==> src/rtl/state_history.sv <==
// state_history: DEPTH-deep delay line of state samples with tap mux, signed delta,
// change pulse and saturating fill counter.
module state_history #(
   parameter  int WIDTH = 8,
   parameter  int DEPTH = 4,
   localparam int TAP_W = $clog2(DEPTH),
   localparam int CNT_W = $clog2(DEPTH + 1)
) (
   input  logic             clk,
   input  logic             reset,
   input  logic             clear,
   input  logic             shift_en,
   input  logic [WIDTH-1:0] state,
   input  logic [TAP_W-1:0] tap_sel,
   output logic [WIDTH-1:0] prev_state,
   output logic [WIDTH-1:0] tap_state,
   output logic [WIDTH:0]   delta,
   output logic             changed,
   output logic [CNT_W-1:0] fill_count,
   output logic             full
);
   logic [WIDTH-1:0] hist_q [DEPTH];
   logic [WIDTH-1:0] hist_d [DEPTH];
   logic [WIDTH:0]   delta_q, delta_d;
   logic             changed_q, changed_d;
   logic [CNT_W-1:0] cnt_q, cnt_d;

   always_comb begin
      hist_d    = hist_q;
      delta_d   = delta_q;
      changed_d = 1'b0;
      cnt_d     = cnt_q;
      if (clear) begin
         for (int i = 0; i < DEPTH; i++) hist_d[i] = '0;
         delta_d = '0;
         cnt_d   = '0;
      end else if (shift_en) begin
         hist_d[0] = state;
         for (int i = 1; i < DEPTH; i++) hist_d[i] = hist_q[i-1];
         delta_d   = {1'b0, state} - {1'b0, hist_q[0]};
         changed_d = state != hist_q[0];
         cnt_d     = full ? cnt_q : cnt_q + 1'b1;
      end
   end

   always_ff @(posedge clk or posedge reset) begin
      if (reset) begin
         for (int i = 0; i < DEPTH; i++) hist_q[i] <= '0;
         delta_q   <= '0;
         changed_q <= 1'b0;
         cnt_q     <= '0;
      end else begin
         hist_q    <= hist_d;
         delta_q   <= delta_d;
         changed_q <= changed_d;
         cnt_q     <= cnt_d;
      end
   end

   // Out-of-range taps (non-power-of-2 DEPTH) fall through to zero.
   always_comb begin
      tap_state = '0;
      for (int i = 0; i < DEPTH; i++) if (tap_sel == TAP_W'(i)) tap_state = hist_q[i];
   end

   assign prev_state = hist_q[0];
   assign delta      = delta_q;
   assign changed    = changed_q;
   assign fill_count = cnt_q;
   assign full       = cnt_q == CNT_W'(DEPTH);
endmodule

==> config.mk <==
export PLATFORM = sky130hd
export DESIGN_NAME = state_history
export DESIGN_NICKNAME = d
export VERILOG_FILES = /design/src/rtl/state_history.sv
export SDC_FILE = /design/constraint.sdc
export NUM_CORES = 1
export LEC_CHECK = 0
export CORE_MARGIN = 2
export CORE_UTILIZATION = 52
export CTS_CLUSTER_SIZE = 20
export DETAILED_ROUTE_END_ITERATION = 7
export HOLD_SLACK_MARGIN = 0.1
export PLACE_DENSITY = 0.84
export REMOVE_ABC_BUFFERS = 1
export SLEW_MARGIN = 15
export SYNTH_ARGS = -nofsm -noshare
export SYNTH_HDL_FRONTEND = slang
export SYNTH_SLANG_ARGS = --single-unit
==> constraint.sdc <==
create_clock -name clk -period 2.4 [get_ports clk]
set_input_delay 0.6 -clock clk [delete_from_list [all_inputs] [get_ports clk]]
set_output_delay 0.6 -clock clk [all_outputs]
set_load 0.02 [all_outputs]
==> flow_summary.json <==
{
  "die_width_um": 72.96,
  "rr_worst_depth": 7,
  "clk_latency_ns": 0.29,
  "io_buffers": 43,
  "layout_setup_ws_ns": 0.05316,
  "synth-simple-area-share_pct": 12.45,
  "max-vdd-ir-drop_uv": 478.7,
  "synth_top_area_cell": "dfrtp_1",
  "yosys.area_share.adder_pct": 6.377,
  "clockPowerShare_pct": 28.0,
  "max-cap-violations": 0,
  "synth_compound_area_share_pct": 7.591,
  "synth_top_family_by_area": "multiplexers",
  "core_region_area_sq_mm": 0.004661,
  "power.share.sequential_pct": 49.4,
  "fmax_mhz": 426.1,
  "routed.top_layer": "met4",
  "clkTransAtPathRegs_ns": 0.07,
  "viasPerCell": 5.479,
  "num_rows": 25,
  "wl_mm": 4.939,
  "postCtsSetupBuffers": 0,
  "multiInputGateArea_sq_mm": 0.001184,
  "pre_cts_ws_ns": -0.5210,
  "hpwl_mm": 3.628,
  "die_y_um": 72.96,
  "ys_seq_area_share_pct": 45.55,
  "grt_pass1_vias": 1794,
  "synthTopCellsByArea": "dfrtp_1, mux2i_1, mux4_2, nor2_1, ha_1",
  "ys_types": 39,
  "m1WireLength_mm": 2.142,
  "h-tree-depth": 2,
  "finalSetupViolCount": 0,
  "finalHoldViolations": 0,
  "dieArea_sq_mm": 0.005322,
  "crit_end": "tap_state[4]",
  "syn_area_sq_mm": 0.002472,
  "final_util_pct": 65.40,
  "p_per_area_mw_per_mm2": 544.3,
  "finalCritPeriodShare_pct": 97.79,
  "numCtsBuffers": 5,
  "post-route-min-period_ns": 2.347,
  "grt_usage_pct": 20.64,
  "met2_length_mm": 2.503,
  "crit_type": "primary input to output port",
  "netlist.area_leader.share_pct": 45.55,
  "muxShareOfSynthArea_pct": 20.65,
  "finClkSkew_ns": 0.004817,
  "syn_avg_cell_area_sq_um": 10.75,
  "tightest_slew_ns": 0.5624,
  "met3_length_um": 189,
  "rsz0062_at_grt": "false",
  "antenna_left": 0,
  "clockRootBuffer": "clkbuf_8",
  "grt.overflow.total": 0,
  "p_leak_nw": 1.484,
  "cp.arrival_ns": 1.75,
  "seq_area_sq_mm": 0.001126,
  "intPower_mw": 1.202,
  "setup-tns-final_ns": 0,
  "cts.sinks": 45,
  "grt_max_degree": 46,
  "swShare_pct": 27.54,
  "num_antenna_cells": 0,
  "postSynthCellCount": 230,
  "slew_headroom_pct": 62.51,
  "dr.first_iter.drc_count": 116,
  "start_kind": "primary input",
  "r2r_slack_ns": 0.49,
  "vias": 1808,
  "slew_violations": 0,
  "switchingPower_mw": 0.4569,
  "r2r-end": "delta[6]",
  "async_reset_ff_share_pct": 100.0,
  "crit_fanout": 8,
  "gp_congestion": 0.7889,
  "comb_power_share_pct": 22.7,
  "drc": 0,
  "final_layout_size_suffix_gt1_share_pct": 15.94,
  "synthTopCellsByCount": "dfrtp_1, nor2_1, mux2i_1",
  "status": "complete, no violations",
  "end_kind": "output port",
  "ys.flop_type": "dfrtp_1",
  "synth-edff-count": 0,
  "syn2layout_area_growth_pct": 23.28,
  "antenna_found_initial": 0,
  "yosysWarnings": 0,
  "ys_ff_latch": 45,
  "io_pins": 44,
  "synth-xor-area-share_pct": 0.7085,
  "hp-class": "register to register",
  "grt_pass1_wl_mm": 8.376,
  "cts_tree": "done",
  "crit_required_ns": 1.80,
  "finalNetCount": 302,
  "clockBufferDepth": 2,
  "startpoint": "tap_sel[1]",
  "wire_per_inst_um": 14.97,
  "start_util_pct": 53.05,
  "fill_cells": 366,
  "regToRegStartpoint": "prev_state[0]",
  "dr.pass1.iters": 4
}
-- flip-flops by register name, indices dropped and copies added (netlist names) --
register,count
changed,1
delta,9
fill_count,3
hist_q,24
prev_state,8
-- cell families (layout without fill, tap and decap cells) --
kind of cell	Yosys count	in the layout
adder cells (fa/ha/maj)	12	12
AO/OA/AOI/OAI	27	27
multiplexers	41	41
AND/OR/NAND/NOR	69	69
XOR/XNOR	2	2
flip-flops	45	45
buffers and inverters	34	80
-- placed cells by master, fill, tap and decap left out, types with 2 or more instances in the layout --
| cell | netlist | final |
|---|---|---|
| buf_2 | 6 | 8 |
| mux2i_1 | 33 | 33 |
| a21oi_1 | 7 | 7 |
| nand2_1 | 7 | 7 |
| buf_4 | 8 | 15 |
| o21ai_0 | 4 | 3 |
| nand4_1 | 2 | 2 |
| buf_12 | 0 | 2 |
| ha_1 | 11 | 11 |
| inv_1 | 14 | 13 |
| clkbuf_8 | 0 | 6 |
| a21o_1 | 4 | 4 |
| mux4_2 | 8 | 8 |
| xnor2_1 | 2 | 2 |
| nand3_1 | 5 | 5 |
| o21a_1 | 2 | 2 |
| nor2_1 | 45 | 45 |
| dfrtp_1 | 45 | 45 |
| clkdlybuf4s50_1 | 0 | 33 |
-- repair_timing --
action,CTS,global route
endpoints found under the setup margin,8,1
hold endpoints to repair,0,0
hold buffers,0,0
gates resized for setup,34,2
-- how the worst min path moves through the flow --
stage | from | to | slack [ns] | cells after the start
after CTS | delta[6] | delta[6] | 0.51 | 1
after global placement | delta[6] | delta[6] | 0.49 | 1
after detailed placement | delta[6] | delta[6] | 0.49 | 1
final | delta[6] | delta[6] | 0.51 | 1
after global routing | hist_q[3] | hist_q[3] | 0.55 | 2
after floorplan | hist_q[0] | hist_q[0] | 0.48 | 2
-- power groups by stage --
stage | logic [mW] | clock network (mW) | registers (mW)
2_1_floorplan | 0.163 | 0 | 0.862
3_3_place_gp | 0.372 | 0 | 0.833
3_5_place_dp | 0.381 | 0 | 0.835
4_1_cts | 0.378 | 0.476 | 0.820
5_1_grt | 0.411 | 0.512 | 0.825
6_report | 0.376 | 0.464 | 0.819
-- stage by stage --
| stage | power [mW] | area, sq um | hold WS (ns) | std cells |
|---|---|---|---|---|
| 2_1_floorplan | 1.025 | 2360 | 0.4808 | 210 |
| 3_3_place_gp | 1.205 | 2998 | 0.4901 | 323 |
| 3_5_place_dp | 1.216 | 2998 | 0.4921 | 323 |
| 4_1_cts | 1.674 | 3045 | 0.5092 | 330 |
| 5_1_grt | 1.747 | 3048 | 0.5464 | 330 |
| 6_report | 1.659 | 3048 | 0.5075 | 330 |
-- routing by layer --
metal / vias to the layer above / track usage (%)
met5: - / 0
met4: 0 / 9.671
met3: 10 / 3.177
met2: 45 / 33.94
met1: 878 / 26.92
li1: 875 / -
-- critical path, stage by stage --
cell and delay, ns:
clkdlybuf4s50_1 0.51, buf_12 0.15, mux4_2 0.31, buf_4 0.17
-- cell type report --
cell class              count  area share, %
multi-input cells         151          38.83
repair buffers             59          17.45
clock buffers               7          2.833
flip-flops and latches     45          36.95
well taps                  54          2.217
inverters                  14          1.724
Note: power is estimated with default switching activity, not from simulation.
